`config.mk`:
```
export PLATFORM = sky130hd
export DESIGN_NAME = inv_sub_shift_serial
export DESIGN_NICKNAME = d
export VERILOG_FILES = /design/src/rtl/aes_pkg.sv /design/src/rtl/sbox.sv /design/src/rtl/inv_sub_shift_serial.sv
export SDC_FILE = /design/constraint.sdc
export NUM_CORES = 1
export LEC_CHECK = 0
export BUFFER_PORTS_ARGS = -buffer_cell sky130_fd_sc_hd__buf_2
export CORE_AREA = 2 2 238 216
export CTS_BUF_LIST = sky130_fd_sc_hd__clkbuf_8
export DETAILED_ROUTE_END_ITERATION = 10
export DIE_AREA = 0 0 240 218
export GPL_ROUTABILITY_DRIVEN = 0
export PLACE_DENSITY = 0.77
export SETUP_SLACK_MARGIN = 0.4
export SLEW_MARGIN = 40
export SYNTH_ARGS = -nofsm -noshare
export SYNTH_HDL_FRONTEND = slang
export SYNTH_SLANG_ARGS = --single-unit
export TNS_END_PERCENT = 30
```
`constraint.sdc`:
```
create_clock -name clk -period 14.7 [get_ports clk]
set_input_delay 2.205 -clock clk [delete_from_list [all_inputs] [get_ports clk]]
set_output_delay 2.205 -clock clk [all_outputs]
set_load 0.03 [all_outputs]
```
`src/rtl/aes_pkg.sv`:
```
// Shared AES definitions: byte addressing, the InvShiftRows index map and the
// state encoding used by the decryption-side round datapath.
package aes_pkg;

  localparam int AES_BYTES = 16;

  typedef enum logic [1:0] {
    IDLE = 2'd0,
    SUB  = 2'd1,
    DONE = 2'd2
  } state_t;

  // Byte k of a state lives at bits [127-8k -: 8]; {~k, 3'b000} is 8*(15-k).
  function automatic logic [7:0] byte_at(input logic [127:0] state, input logic [3:0] k);
    return state[{~k, 3'b000} +: 8];
  endfunction

  // Source byte index for InvShiftRows: out(r,c) = in(r,(c-r) mod 4).
  // Byte k sits at row k%4 and column k/4, so the mod-4 arithmetic is a 2-bit subtract.
  function automatic logic [3:0] inv_shift_idx(input logic [3:0] k);
    logic [1:0] r;
    logic [1:0] c;
    r = k[1:0];
    c = k[3:2];
    return {c - r, r};
  endfunction

endpackage

```
`src/rtl/sbox.sv`:
```
// AES S-box, forward (ctrl=0) or inverse (ctrl=1), computed from the GF(2^8)
// inverse and the affine transform rather than a lookup table.
module sbox (
  input  logic       ctrl,
  input  logic [7:0] in_byte,
  output logic [7:0] out_byte
);

  // Multiply in GF(2^8) modulo x^8 + x^4 + x^3 + x + 1.
  function automatic logic [7:0] gf_mul(input logic [7:0] a, input logic [7:0] b);
    logic [7:0] p;
    logic [7:0] x;
    p = 8'h00;
    x = a;
    for (int i = 0; i < 8; i++) begin
      if (b[i]) begin
        p = p ^ x;
      end else begin
        p = p;
      end
      x = {x[6:0], 1'b0} ^ (x[7] ? 8'h1b : 8'h00);
    end
    return p;
  endfunction

  // Multiplicative inverse as a^254; zero maps to zero.
  function automatic logic [7:0] gf_inv(input logic [7:0] a);
    logic [7:0] sq;
    logic [7:0] res;
    sq  = a;
    res = 8'h01;
    for (int i = 1; i < 8; i++) begin
      sq  = gf_mul(sq, sq);
      res = gf_mul(res, sq);
    end
    return res;
  endfunction

  function automatic logic [7:0] affine(input logic [7:0] b);
    return b ^ {b[6:0], b[7]} ^ {b[5:0], b[7:6]} ^ {b[4:0], b[7:5]} ^ {b[3:0], b[7:4]} ^ 8'h63;
  endfunction

  function automatic logic [7:0] inv_affine(input logic [7:0] b);
    return {b[6:0], b[7]} ^ {b[4:0], b[7:5]} ^ {b[1:0], b[7:2]} ^ 8'h05;
  endfunction

  // Select the substitution direction.
  always_comb begin
    if (ctrl) begin
      out_byte = gf_inv(inv_affine(in_byte));
    end else begin
      out_byte = affine(gf_inv(in_byte));
    end
  end

endmodule

```
`src/rtl/inv_sub_shift_serial.sv`:
```
// InvShiftRows applied while loading the state, then InvSubBytes performed
// LANES bytes per cycle through inverse S-boxes; valid/ready on both sides.
module inv_sub_shift_serial
  import aes_pkg::*;
#(
  parameter int LANES = 1
) (
  input  logic         clk,
  input  logic         rst,
  input  logic         in_valid,
  output logic         in_ready,
  input  logic [127:0] in_state,
  output logic         out_valid,
  input  logic         out_ready,
  output logic [127:0] out_state,
  output logic         busy
);

  if (!(LANES == 1 || LANES == 2 || LANES == 4 || LANES == 8 || LANES == 16)) begin : g_bad_lanes
    $error("inv_sub_shift_serial: LANES must be 1, 2, 4, 8 or 16");
  end

  // cnt steps by LANES and wraps to 0 after the last group (STEP is 0 for LANES=16).
  localparam logic [3:0] STEP     = 4'(LANES);
  localparam logic [3:0] LAST_CNT = 4'(AES_BYTES - LANES);

  state_t       state_reg;
  state_t       state_next;
  logic [3:0]   cnt_reg;
  logic [127:0] src_reg;
  logic [127:0] dst_reg;
  logic [127:0] dst_next;
  logic [127:0] shifted;
  logic         load;
  logic [3:0]   lane_idx [LANES];
  logic [7:0]   lane_in  [LANES];
  logic [7:0]   lane_out [LANES];

  for (genvar l = 0; l < LANES; l++) begin : g_lane
    assign lane_idx[l] = cnt_reg + 4'(l);
    assign lane_in[l]  = byte_at(src_reg, lane_idx[l]);
    sbox u_sbox (
      .ctrl     (1'b1),
      .in_byte  (lane_in[l]),
      .out_byte (lane_out[l])
    );
  end

  // InvShiftRows of the incoming state, captured into src_reg on load.
  always_comb begin
    shifted = '0;
    for (int k = 0; k < AES_BYTES; k++) begin
      shifted[{~4'(k), 3'b000} +: 8] = byte_at(in_state, inv_shift_idx(4'(k)));
    end
  end

  // Merge this cycle's substituted group into the result buffer.
  always_comb begin
    dst_next = dst_reg;
    for (int l = 0; l < LANES; l++) begin
      dst_next[{~lane_idx[l], 3'b000} +: 8] = lane_out[l];
    end
  end

  // State register.
  always_ff @(posedge clk or posedge rst) begin
    if (rst) begin
      state_reg <= IDLE;
    end else begin
      state_reg <= state_next;
    end
  end

  // Next-state logic; DONE with a simultaneous hand-off and new input goes straight to SUB.
  always_comb begin
    state_next = state_reg;
    case (state_reg)
      IDLE: begin
        if (in_valid) state_next = SUB;
        else          state_next = IDLE;
      end
      SUB: begin
        if (cnt_reg == LAST_CNT) state_next = DONE;
        else                     state_next = SUB;
      end
      DONE: begin
        if (out_ready) state_next = in_valid ? SUB : IDLE;
        else           state_next = DONE;
      end
      default: state_next = IDLE;
    endcase
  end

  // Handshake outputs decoded from the state register; in_ready never looks at in_valid.
  always_comb begin
    in_ready  = 1'b0;
    out_valid = 1'b0;
    busy      = 1'b0;
    case (state_reg)
      IDLE: begin
        in_ready = 1'b1;
      end
      SUB: begin
        busy = 1'b1;
      end
      DONE: begin
        in_ready  = out_ready;
        out_valid = 1'b1;
        busy      = 1'b1;
      end
      default: begin
        in_ready = 1'b0;
      end
    endcase
  end

  assign load      = in_ready & in_valid;
  assign out_state = dst_reg;

  // Datapath: load overwrites only src_reg; dst_reg changes only during SUB.
  always_ff @(posedge clk or posedge rst) begin
    if (rst) begin
      cnt_reg <= 4'd0;
      src_reg <= 128'd0;
      dst_reg <= 128'd0;
    end else if (load) begin
      cnt_reg <= 4'd0;
      src_reg <= shifted;
    end else if (state_reg == SUB) begin
      cnt_reg <= cnt_reg + STEP;
      dst_reg <= dst_next;
    end else begin
      cnt_reg <= cnt_reg;
    end
  end

endmodule

```
==> results of run 1 <==
final timing paths:
path | start | endpoint | cells after the start
setup reg to reg | cnt_reg[2]$_DFFE_PP0P_ | out_state[65]$_DFFE_PP0P_ | 60
hold / removal | src_reg[13]$_DFFE_PP0P_ | src_reg[13]$_DFFE_PP0P_ | 2
max in group asynchronous | rst | out_state[123]$_DFFE_PP0P_ | 4
setup / recovery | cnt_reg[2]$_DFFE_PP0P_ | out_state[65]$_DFFE_PP0P_ | 60
min in group asynchronous | rst | src_reg[10]$_DFFE_PP0P_ | 2
hold reg to reg | src_reg[13]$_DFFE_PP0P_ | src_reg[13]$_DFFE_PP0P_ | 2
per-stage QoR:
step	cells	instance area [µm²]	worst slack, ps
floorplan	3227	27700	384
global placement	4255	31200	-513
detailed placement	4255	31300	-442
CTS	4411	33500	400
global route	4513	35500	-580
finish	4513	35500	-171
cell usage in the layout (no fill, tap or decap), types with 32 or more instances in the layout:
cell type,instances
nand2_1,688
buf_4,428
nor2_1,303
xnor2_1,303
buf_2,262
dfrtp_1,260
a21oi_1,115
xnor2_2,93
o21ai_0,92
nor3_1,72
xor2_1,64
nand3_1,63
mux2i_1,59
o21ai_1,56
xnor3_1,53
clkbuf_8,51
a22o_1,42
xnor2_4,40
xnor3_2,37
inv_1,35
mux2_2,34
buf_6,34
mux4_2,32
area by class of cell:
type	instances	area share
Clock buffer	51	0.0198
Clock inverter	25	0.00448
Inverter	26	0.00321
Multi-Input combinational cell	2720	0.610
Sequential cell	262	0.185
Tap cell	680	0.0240
Timing Repair Buffer	749	0.153
worst register-to-register path, delay by kind of cell, from the launching register on:
kind                   cells  cell delay [ps]
AND/OR/NAND/NOR            9             1310
multiplexers               4             1250
flip-flops                 1              500
buffers and inverters     12             2090
XOR/XNOR                  28             7850
AO/OA/AOI/OAI              7             1760
layer usage:
layer  part of all wire  routed length, µm
met3               0.11              10800
met5                  0                  0
met2               0.45              43800
met1               0.38              36700
met4              0.051               4940
what timing repair did:
item                                    in CTS  in global routing
gates resized for setup                    110                207
cloned                                       3                  5
buffers inserted                            77                 96
endpoints found under the setup margin     128                128
pin swaps                                   57                111
kinds of logic (layout without fill, tap and decap cells):
family	after synthesis	after routing	synth area share
flip-flops	262	262	0.242
AO/OA/AOI/OAI	609	610	0.154
multiplexers	149	149	0.0720
XOR/XNOR	639	641	0.282
buffers and inverters	249	851	0.0406
AND/OR/NAND/NOR	1301	1302	0.202
adder cells (fa/ha/maj)	18	18	0.00793
==> key figures, run 1 <==
STA
  – Setup TNS: -4660 ps
  – Fmax achieved: 0.0672 GHz
  – Skew final: 70.8 ps
  – Hold Fails Final Rpt: 0
  – Post-route setup slack: -171 ps
  – Final Slew Violations: 0
  – Tmin final: about 15000 ps
  – WHS: between 400 and 500 ps
  – RSZ-0062 raised after global routing: true
  – Period Utilization, post-route: 1.01
  – Worst-margin pin slew: 901 ps
  – Relative slew margins: 0.395
  – Final setup viols: 63

Global routing
  – GRT Residual Overflow: 0
  – Number of global-route vias before repair: approximately 26000
  – Tot GR Track Use: 0.340
  – Routing usage on met1: 0.466
  – Antenna violations before repair: 1
  – Met3 usage: 0.0666
  – Largest net degree at the start of global routing: 152
  – Met2 usage: 0.533
  – Top Usage Layer GRT: met2
  – First-pass GRT wire length: 142000 µm

Synthesis
  – Commonest cells in the netlist: 694 x nand2_1, 381 x xnor2_1, 320 x nor2_1
  – Post-synth EDFFs: 0
  – Top-area cell type share of the netlist area: 0.242
  – Synth cell types: about 110
  – Synth area leaders: dfrtp_1 24%, xnor2_1 12%, nand2_1 9.6%
  – Flops & latches, synth: 262
  – Top cell type by total area after synthesis: dfrtp_1
  – Post-synthesis net count: 3373
  – Mapped Area: between 20000 and 30000 µm²
  – YS warnings: 0
  – Count leader, synth: nand2_1
  – Average size of a mapped cell: ~8.4 µm²
  – Post-Syn Instances: about 3200
  – Seq/Total Area, Yosys: 0.242
  – Main synth FF type: dfrtp_1
  – Synth async-reset ratio: 1.00

Cells and area
  – # diodes: 0
  – NumNets Final: 3950
  – Fin util: 0.710
  – Area of the multi-input gates: about 22000 µm²
  – Fill cell count: 3540
  – Area Overhead vs Synth: 30.7%
  – Seq. cell area: about 6600 µm²
  – Share of layout cells above drive strength 1: 0.335

Die
  – Die area: 52300 µm²
  – Num rows: slightly below 80
  – Initial Util: 0.543
  – Die width: 240 µm
  – Die height: approximately 220 µm
  – Top-Level Pins: 263
  – Core area: 50000 µm²

Routing
  – Drt drc: 0
  – DR pass1 iterations: 8
  – WL/cell: 21.3 µm
  – ANT nets after route: 0
  – Via count: 27900
  – Final wirelength: 96200 µm
  – Via density: 6.17
  – Initial drt markers: between 3000 and 4000

Worst setup path
  – Critical Path Max Stage Delay: 540 ps
  – Reg2reg setup slack: -170 ps
  – Kind of critical path: flip-flop to flip-flop
  – Critical path buffers and inverters: 12
  – Crit path required time: roughly 15000 ps
  – Nature of the critical path endpoint: flip-flop
  – WP data arrival: 15360 ps
  – CP Max Fanout: 7
  – Startpoint Class: flip-flop
  – Top Family by Delay on Critical Path: XOR/XNOR gates
  – Crit-path slowest cell: xnor3_2

Clocking
  – Skew-Pair Late Insertion Delay: between 600 and 700 ps
  – Clk pin slew, worst setup/hold paths: 60 ps
  – CTS tree: built
  – CTS Root Cell: clkbuf_8
  – Clk sinks: 262
  – CTS buffer count: 45
  – Clock Tree Buf Depth: 3
  – Cts hold-fix bufs: 0
  – CTS H-tree lvls: 2

Placement
  – DP HPWL: around 64000 µm
  – I/O Buffers: 262

Run status
  – Status: finished with violations
  – Failing checks: setup timing

Min path
  – Hold Path Class: flip-flop to flip-flop

Job
  – Max_cap viols: 0
Power of run 1 is not shown: default switching activity piles up to over one toggle a cycle in this logic, so the estimate is an artifact.
==> inputs of run 2 (changes only) <==
- CORE_AREA: 2 2 238 216 -> 2 2 294 267
- DIE_AREA: 0 0 240 218 -> 0 0 296 269
- PLACE_DENSITY: 0.77 -> 0.76
- SYNTH_HIERARCHICAL: not set -> 1
==> key figures, run 2 <==
Routing
  – DR pass1 iterations: 7
  – Drt drc: 0
  – Final wirelength: 130000 µm
  – Via count: 39600
  – ANT nets after route: 0
  – Via density: 6.12
  – Initial drt markers: approximately 4700
  – WL/cell: 20.1 µm

Synthesis
  – Synth async-reset ratio: 1.00
  – Top cell type by total area after synthesis: xnor2_1
  – YS warnings: 6
  – Post-Syn Instances: about 5000
  – Average size of a mapped cell: 8.33 µm²
  – Synth Area in Adders: 0.00673
  – Seq/Total Area, Yosys: 0.157
  – Post-synthesis net count: 5149
  – Simple-Gate Fraction of Synth Area: 0.193
  – Count leader, synth: nand2_1
  – Mux share of post-synthesis cell area: 0.0863
  – Post-synth EDFFs: 0
  – Top-area cell type share of the netlist area: 0.161
  – Synth Area in XOR/XNOR: 0.373
  – Commonest cells in the netlist: 800 x nand2_1, 763 x xnor2_1, 563 x nor2_1
  – Largest family of logic cells by synthesized area: XOR/XNOR gates
  – Synth area leaders: xnor2_1 16%, dfrtp_1 16%, xnor3_1 9.7%
  – Synth Area in Compound Gates: 0.142
  – Mapped Area: 41600 µm²
  – Flops & latches, synth: roughly 260
  – Synth cell types: 119
  – Main synth FF type: dfrtp_1

STA
  – Hold Fails Final Rpt: 0
  – Final Slew Violations: 0
  – Fmax achieved: 0.0684 GHz
  – Skew final: 48.6 ps
  – Relative slew margins: 0.432
  – Tmin final: 14620 ps
  – RSZ-0062 raised after global routing: true
  – Period Utilization, post-route: 0.995
  – WHS: approximately 470 ps
  – Setup TNS: 0 ps
  – Worst-margin pin slew: 852 ps
  – Final setup viols: 0

Cells and area
  – Non-filler cells, final: 6461
  – Share of layout cells above drive strength 1: 0.255
  – Most frequent cells in the layout: 788 x nand2_1, 662 x xnor2_1, 548 x nor2_1, 357 x buf_4, 263 x buf_2
  – Commonest non-fill, non-tap cell in the layout: nand2_1
  – NumNets Final: 5548
  – Fin util: 0.639
  – Area Overhead vs Synth: 18.0%

Global routing
  – Antenna violations before repair: 1
  – Tot GR Track Use: 0.303
  – First-pass GRT wire length: a little under 200000 µm
  – GRT Residual Overflow: 0
  – Number of global-route vias before repair: 36300
  – Largest net degree at the start of global routing: 113

Die
  – Initial Util: 0.541
  – Die area: 79600 µm²
  – Die width: approximately 300 µm
  – Top-Level Pins: 263
  – Num rows: 97
  – Core area: 76900 µm²
  – Die height: around 270 µm

Clocking
  – Cts hold-fix bufs: 0
  – Clk pin slew, worst setup/hold paths: 60 ps
  – Clk sinks: 262
  – CTS Root Cell: clkbuf_8
  – CTS H-tree lvls: 2
  – Clock Tree Buf Depth: 3
  – CTS tree: built
  – CTS buffer count: 39
  – Skew-Pair Late Insertion Delay: 580 ps

Worst setup path
  – Critical path buffers and inverters: 10
  – Crit path required time: 15130 ps
  – Crit-path slowest cell: dfrtp_4
  – Top Family by Delay on Critical Path: XOR/XNOR gates
  – CP Max Fanout: 17
  – WP data arrival: between 15000 and 20000 ps
  – Critical Path Max Stage Delay: about 540 ps
  – Most used cell, CP: xnor3_2
  – Nature of the critical path endpoint: flip-flop
  – Kind of critical path: flip-flop to flip-flop
  – Startpoint Class: flip-flop

Placement
  – DP HPWL: slightly above 90000 µm
  – Dpl cells: 6270
  – I/O Buffers: ~260

Run status
  – Status: complete, no violations

Job
  – Max_cap viols: 0

Min path
  – Hold Path Class: flip-flop to flip-flop
[run 2: cell count changes in the layout (fill, tap and decap cells not counted), moves of 84 or more]
cell / delta
xor2_1: +106
mux2_2: +111
xnor2_1: +359
mux2i_1: +84
nand2_1: +100
xnor3_1: +90
nor2_1: +245
a21oi_1: +88
[run 2: worst register-to-register path, delay by kind of cell (launching register included)]
family	cells	cell delay, ps
AOI/OAI and AO/OA	7	1610
adders and majority gates	1	380
xor gates and xnor gates	28	8400
muxes	3	580
DFF	1	540
and+or+nand+nor	10	1200
buffers and inverters	10	1720
[run 2: cells by family (layout without fill, tap and decap cells)]
family	after synthesis	count (layout)
adders and majority gates	23	23
DFF	262	262
muxes	319	319
other	1	2
and+or+nand+nor	1842	1842
buffers and inverters	381	804
xor gates and xnor gates	1286	1287
AOI/OAI and AO/OA	883	883
[run 2: final cells by class]
type,instances,area [µm²]
Clock inverter,18,100
Inverter,56,220
Sequential cell,262,6560
Tap cell,1039,1300
Clock buffer,48,661
Timing Repair Buffer,682,4910
Multi-Input combinational cell,4355,35400
Fill cell,6120,27800
Antenna cell,1,2.50
[run 2: path summary, 6_finish.rpt]
check | start | end | slack [ps] | depth (start not counted)
setup reg to reg | cnt_reg[0]$_DFFE_PP0P_ | out_state[22]$_DFFE_PP0P_ | 80 | 59
min in group asynchronous | rst | out_state[89]$_DFFE_PP0P_ | 1720 | 2
hold / removal | src_reg[43]$_DFFE_PP0P_ | src_reg[43]$_DFFE_PP0P_ | 470 | 2
setup / recovery | cnt_reg[0]$_DFFE_PP0P_ | out_state[22]$_DFFE_PP0P_ | 80 | 59
max in group asynchronous | rst | out_state[116]$_DFFE_PP0P_ | 11160 | 4
hold reg to reg | src_reg[43]$_DFFE_PP0P_ | src_reg[43]$_DFFE_PP0P_ | 470 | 2
[run 2: what timing repair did]
item | in CTS | in global routing
pin swaps | 28 | 73
cloned | 1 | 4
endpoints found under the setup margin | 128 | 128
resized for setup | 67 | 219
setup buffers | 36 | 83
[run 2: layer usage]
layer,routed length (µm),share of wire,global-route usage
met1,52800,0.41,0.418
met2,59500,0.46,0.491
met3,12700,0.098,0.0492
met4,4880,0.038,0.0872
met5,13,0.00010,0
[run 2: stage by stage]
step | area [µm²] | setup slack, ps
6_report | 49100 | 79.2
3_5_place_dp | 45700 | -271
4_1_cts | 47200 | 399
2_1_floorplan | 42000 | 393
3_3_place_gp | 45500 | -92.3
5_1_grt | 49100 | -320
Power of run 2 is left out for the same reason.
